===== src/rtl/vga_reg_bank_decoder.sv =====
// PicoBlaze-to-VGA register bank: one-hot port decode, per-channel shadow registers,
// and frame-synchronous commit of shadows to the active registers seen by the VGA.
module vga_reg_bank_decoder #(
  parameter int N_REGS    = 9,
  parameter int DATA_W    = 8,
  parameter int ADDR_W    = 8,
  parameter int BASE_ADDR = 0,
  parameter int SHADOW    = 1
) (
  input  logic                       clk,
  input  logic                       reset,
  input  logic [ADDR_W-1:0]          port_id,
  input  logic                       write_strobe,
  input  logic [DATA_W-1:0]          out_port,
  input  logic                       frame_sync,
  output logic [DATA_W-1:0]          in_port,
  output logic [N_REGS-1:0]          enable,
  output logic [N_REGS-1:0]          wr_pulse,
  output logic [N_REGS*DATA_W-1:0]   reg_data,
  output logic                       commit_pending,
  output logic                       commit_done
);

  localparam int              CMT_ADDR = BASE_ADDR + N_REGS;
  localparam longint unsigned ADDR_MAX = (64'd1 << ADDR_W) - 64'd1;

  if ((N_REGS < 1) || (N_REGS > 32)) begin : g_bad_nregs
    $error("vga_reg_bank_decoder: N_REGS must be in 1..32");
  end
  if (longint'(BASE_ADDR) + longint'(N_REGS) > longint'(ADDR_MAX)) begin : g_bad_addr
    $error("vga_reg_bank_decoder: commit address does not fit in port_id");
  end

  logic [DATA_W-1:0] shadow_q [N_REGS];
  logic [DATA_W-1:0] shadow_d [N_REGS];
  logic [DATA_W-1:0] active_q [N_REGS];
  logic [DATA_W-1:0] active_d [N_REGS];
  logic [N_REGS-1:0] enable_q, enable_d;
  logic [N_REGS-1:0] wr_pulse_q, wr_pulse_d;
  logic [DATA_W-1:0] in_port_q, in_port_d;
  logic              commit_pending_q, commit_pending_d;
  logic              commit_done_q, commit_done_d;
  logic              fs_q, fs_d;

  logic [31:0]       port_ext_s;
  logic [N_REGS-1:0] dec_s;
  logic              cmt_hit_s;
  logic              cmt_write_s;
  logic              frame_edge_s;
  logic              transfer_s;

  assign port_ext_s = 32'(port_id);

  // Address decode, frame-edge detection and commit qualification.
  always_comb begin
    dec_s = '0;
    for (int i = 0; i < N_REGS; i++) begin
      dec_s[i] = (port_ext_s == 32'(BASE_ADDR + i));
    end
    cmt_hit_s    = (port_ext_s == 32'(CMT_ADDR));
    cmt_write_s  = (SHADOW != 0) && write_strobe && cmt_hit_s;
    frame_edge_s = frame_sync & ~fs_q;
    transfer_s   = (SHADOW != 0) && frame_edge_s && commit_pending_q;
  end

  // Next-state for the register arrays; a transfer copies the pre-write shadow value.
  always_comb begin
    for (int i = 0; i < N_REGS; i++) begin
      shadow_d[i] = shadow_q[i];
      active_d[i] = active_q[i];
      if (write_strobe && dec_s[i]) begin
        shadow_d[i] = out_port;
      end else begin
        shadow_d[i] = shadow_q[i];
      end
      if (transfer_s) begin
        active_d[i] = shadow_q[i];
      end else if ((SHADOW == 0) && write_strobe && dec_s[i]) begin
        active_d[i] = out_port;
      end else begin
        active_d[i] = active_q[i];
      end
    end
  end

  // Next-state for the decode, read-back and commit handshake outputs.
  always_comb begin
    enable_d      = dec_s;
    wr_pulse_d    = write_strobe ? dec_s : '0;
    fs_d          = frame_sync;
    commit_done_d = transfer_s;
    in_port_d     = '0;
    for (int i = 0; i < N_REGS; i++) begin
      in_port_d = in_port_d | (dec_s[i] ? shadow_q[i] : '0);
    end
    in_port_d[0] = in_port_d[0] | (cmt_hit_s & commit_pending_q);
    // A request arriving with a transfer is queued for the following frame.
    if (cmt_write_s) begin
      commit_pending_d = 1'b1;
    end else if (transfer_s) begin
      commit_pending_d = 1'b0;
    end else begin
      commit_pending_d = commit_pending_q;
    end
  end

  // State register with synchronous reset; a pending commit is discarded.
  always_ff @(posedge clk) begin
    if (reset) begin
      for (int i = 0; i < N_REGS; i++) begin
        shadow_q[i] <= '0;
        active_q[i] <= '0;
      end
      enable_q         <= '0;
      wr_pulse_q       <= '0;
      in_port_q        <= '0;
      commit_pending_q <= 1'b0;
      commit_done_q    <= 1'b0;
      fs_q             <= 1'b0;
    end else begin
      for (int i = 0; i < N_REGS; i++) begin
        shadow_q[i] <= shadow_d[i];
        active_q[i] <= active_d[i];
      end
      enable_q         <= enable_d;
      wr_pulse_q       <= wr_pulse_d;
      in_port_q        <= in_port_d;
      commit_pending_q <= commit_pending_d;
      commit_done_q    <= commit_done_d;
      fs_q             <= fs_d;
    end
  end

  for (genvar g = 0; g < N_REGS; g++) begin : g_reg_data
    assign reg_data[g*DATA_W +: DATA_W] = active_q[g];
  end

  assign enable         = enable_q;
  assign wr_pulse       = wr_pulse_q;
  assign in_port        = in_port_q;
  assign commit_pending = commit_pending_q;
  assign commit_done    = commit_done_q;

endmodule


===== config.mk =====
export PLATFORM = sky130hd
export DESIGN_NAME = vga_reg_bank_decoder
export DESIGN_NICKNAME = d
export VERILOG_FILES = /design/src/rtl/vga_reg_bank_decoder.sv
export SDC_FILE = /design/constraint.sdc
export NUM_CORES = 1
export LEC_CHECK = 0
export ABC_AREA = 1
export CORE_AREA = 3 3 167 169
export DETAILED_ROUTE_END_ITERATION = 10
export DIE_AREA = 0 0 170 172
export PLACE_DENSITY = 0.44
export SYNTH_ARGS = -nofsm -noshare
export SYNTH_HDL_FRONTEND = slang
export SYNTH_SLANG_ARGS = --single-unit

===== constraint.sdc =====
create_clock -name clk -period 1.9 [get_ports clk]
set_clock_uncertainty 0.15 [all_clocks]
set_input_delay 0.57 -clock clk [delete_from_list [all_inputs] [get_ports clk]]
set_output_delay 0.57 -clock clk [all_outputs]
set_load 0.02 [all_outputs]

Word-level counts from Yosys, hierarchy flattened
Memories as Yosys holds them, arrays and structs flattened.
Cells that the tools add are included.
Widths: inputs -> output; s select.

storage, ports and cells
  input bits = 20
  register bits = 29
  bits in writable memories = 144
  memories kept = 2
  logic and storage cells = 112
  output and inout bits = 100

cells by class
  mux-type cells = 50
  eq/ne operators = 9
  bitwise logic cells = 31
  reductions and logical operators = 14

memory list
  memory    words  bits a word  rd ports  clocked after memory_dff  wr ports  RTL line  text
  active_q  9      8            9         0                         9         36        logic [DATA_W-1:0] active_q [N_REGS];
  shadow_q  9      8            9         0                         9         34        logic [DATA_W-1:0] shadow_q [N_REGS];

operator list
  kind                number
  $mux 8              45
  $or 8x8->8          8
  $eq 8x3->1 const B  4
  $logic_not 32->1    1
  $or 1x1->1          19
  $eq 8x2->1 const B  2
  $eq 8x4->1 const B  2
  $logic_and 1x1->1   11
  $eq 8x1->1 const B  1
  $mux 1              5
  $and 1x1->1         2
  $not 1->1           2
  $reduce_bool 2->1   1
  $reduce_or 2->1     1

Logic depth before layout (Yosys ltp)
  depth in word-level cells = 11
  mapped depth = 9

Worst setup path after synthesis
Ideal clock, no wire load.

  kind = input port to flip-flop
  from = input port port_id[7]
  to = memory shadow_q[2][5], in the netlist shadow_q[0][21]
  buffers on the path = 2
  slack = 144 ps
  stages = 9
  data arrival time = 1,540 ps
  cells stage by stage = nor2_1 -> nand2_2 -> inv_6 -> buf_6 -> nand2_4 -> nor2_8 -> buf_6 -> o21ai_1 -> a21oi_2

RTL lines
  element      RTL line  text
  from (decl)  12        input logic [ADDR_W-1:0] port_id,
  to (decl)    34

Worst setup path after layout
  from = register in_port_q[4], in the netlist in_port[4]
  to = output port in_port[4]

RTL lines
  element                 RTL line  text
  from (decl)             40        logic [DATA_W-1:0] in_port_q, in_port_d;
  from (signal assigned)  127       in_port_q <= in_port_d;
  to (decl)               16        output logic [DATA_W-1:0] in_port,

No word-level cell between the ends.

==> run_results.csv <==
group,metric,value,unit
outcome,status,"finished clean",
worst_setup_path,startpoint_type,"flop",
synthesis,synth_area,0.00663,mm2
finish,drive_gt1_share,16.8,%
die,die_area,0.0292,mm2
clocking,htreeDepth,4,
sta,fmax,529,MHz
synthesis,syn_avg_cell_area,8.47,um2
clocking,insertion_delay,430,ps
die,dieHeight,172,um
worst_setup_path,path_cells,"dlygate4sd2_1",
placed_design,place_congestion,0.868,
die,row_count,60,
route,postRouteAntennaNets,0,
worst_setup_path,path_delay_family,"flip-flops",
route,dr_total_vias,5844,
worst_setup_path,cp-end-kind,"primary output",
worst_setup_path,worstPathRequired,1180,ps
synthesis,syn-instance-count,782,
global_route,grt_max_degree,51,
die,core,0.0267,mm2
sta,setup_tns,0,ps
sta,max_slew_margin,78.9,%
clocking,clock-sinks,173,
worst_setup_path,cpMaxStageDelayCell,"dfxtp_1",
global_route,antenna_found_initial,0,
worst_setup_path,slowest_delay,390,ps
synthesis,netlist.area_leader.share,52.3,%
sta,finalSetupViolations,0,
global_route,grt_usage,15.4,%
finish,nets,962,
sta,hold_viol,0,
route,drc,0,
finish,fin_util,35.3,%
route,firstDrtPassIters,5,
synthesis,yosys.area.top_type,"dfxtp_1",
global_route,grtUsageMet2,24.6,%
power_and_ir_drop,p_leak,0.00458,uW
die,ios,120,
clocking,numCtsBuffers,17,
clocking,path_clk_slew,70,ps
global_route,met3_usage,2.79,%
clocking,cts_tree,"built",
sta,worst_slew_pin_slew,316,ps
sta,timing.hold.ws,317,ps
synthesis,seq_area_frac_synth,52.3,%
flow_run,drv_cap,0,
worst_setup_path,crit_type,"reg -> out",
placed_design,io_buffers,119,
synthesis,yosysWarningCount,0,
synthesis,synth.distinct_cells,27,
sta,drv_slew,0,
finish,final.fill_count,2822,
clocking,root_buffer,"clkbuf_16",
global_route,grt_first_pass_wirelength,34200,um
route,drtIter0Drc,486,
finish,n_antenna_cell,0,
die,initial_core_util,24.8,%
finish,final_cell_mix,"dfxtp_1 (173), nor2_1 (151), o21ai_0 (130), dlygate4sd2_1 (95), a21oi_1 (90)",
global_route,grt-ovfl-total,0,
sta,min_period,1890,ps
synthesis,synth_fp_nets,802,
finish,final_common_cell,"dfxtp_1",
worst_setup_path,cp-startpoint,"in_port[4]",
clocking,ctsHoldBuffers,0,
synthesis,ys_ff_latch,173,
worst_setup_path,critPathBufInv,1,
global_route,busiest_layer,"met2",
power_and_ir_drop,p_per_area,807,mW/mm2
placed_design,place_hpwl,16000,um
clocking,clock_path_buffers,2,
global_route,grt_pass1_vias,5662,
finish,multi_input_area,0.00280,mm2
worst_setup_path,cp_max_fo,1,
worst_hold_path,min_path_type,"reg -> reg",
die,die_w,170,um
worst_hold_path,worstHoldStart,"shadow_q[0][11]",
global_route,use_met1,21.8,%
worst_setup_path,regToRegStartpoint,"commit_pending",
route,viasPerCell,4.52,
synthesis,netlist_top_cells_area,"dfxtp_1 (52%), o21ai_0 (10%), nor2_1 (9.0%), a21oi_1 (6.9%), nand3_1 (5.2%)",
worst_setup_path,arrival,1170,ps
finish,area_growth,42.5,%
sta,finalCritPeriodShare,99.5,%
power_and_ir_drop,ir_worst_vdd,440,uV
finish,regArea,0.00346,mm2
route,wl_per_cell,17.6,um
route,routed_wl,22800,um
## area by class of cell
class                      instances  share of cell area [%]
timing repair buffer             190                    21.3
clock inverter                    10                    1.48
tap                              341                    4.52
clock buffer                      20                    4.84
sequential                       173                    36.7
multi-input combinational        527                    29.6
inverter                          33                    1.54
## cells by family after synthesis
| logic type | synth area share, % |
|---|---|
| flip-flops | 52.3 |
| AO/OA/AOI/OAI | 18.9 |
| buffers and inverters | 6.61 |
| AND/OR/NAND/NOR | 22.2 |
## routing by layer
layer,share of wire [%],up-vias
met2,45,145
met3,4.7,14
met1,49,2731
met4,0.73,0
li1,-,2954
met5,0,-
## flip-flops by register name, summed over array words and instances (netlist names)
register,cells
commit_done,1
fs_q,1
in_port,8
wr_pulse,9
enable,9
active_q,72
shadow_q,72
commit_pending,1
## worst paths after layout
check	slack [ps]	to	depth (start not counted)
worst max-delay path	9	in_port[4]	1
worst max register to register	360	active_q[0][29]	7
worst min register to register	320	active_q[0][11]	2
worst min-delay path	320	active_q[0][11]	2
## cell usage after synthesis
cell type    n
a21oi_2      3
a21oi_1     92
bufinv_8     1
nand2_1     16
buf_6        6
buf_8        2
nor3_1       8
nor2_8      11
nand2_2      2
o21ai_2      4
nand3_1     69
buf_12       1
nor2_1     158
nand3_2      1
buf_4        6
inv_6        1
buf_1        1
nand2_4     12
o21ai_0    133
o21ai_1     13
inv_1       26
dfxtp_1    173
buf_2        4
nor2_4       5
clkinv_1     1
inv_2        4
clkbuf_1    29
## power by group
part / internal [uW] / leakage, uW / switching [uW]
sequential: 3630 / 0.00139 / 5.24
combinational: 147 / 0.00291 / 222
clock: 2130 / 0.000284 / 1490
## what timing repair did
item / 4_1_cts / 5_1_grt
cloned: 0 / 3
pin swaps: 4 / 15
resized for setup: 110 / 34
endpoints found under the hold margin: 0 / 0
setup buffers: 8 / 7
endpoints found under the setup margin: 117 / 75
## per-stage QoR
| step | std cells | worst slack (ps) | instance area, um2 | power [uW] |
|---|---|---|---|---|
| global placement | 1246 | -554 | 8630 | 4070 |
| finish | 1294 | 8.64 | 9450 | 7630 |
| detailed placement | 1246 | -560 | 8630 | 4070 |
| floorplan | 782 | 144 | 6630 | 3880 |
| CTS | 1284 | 1.22 | 9200 | 7700 |
| global route | 1294 | -3.14 | 9450 | 7870 |
No activity file was read; power rests on OpenSTA's default activity.
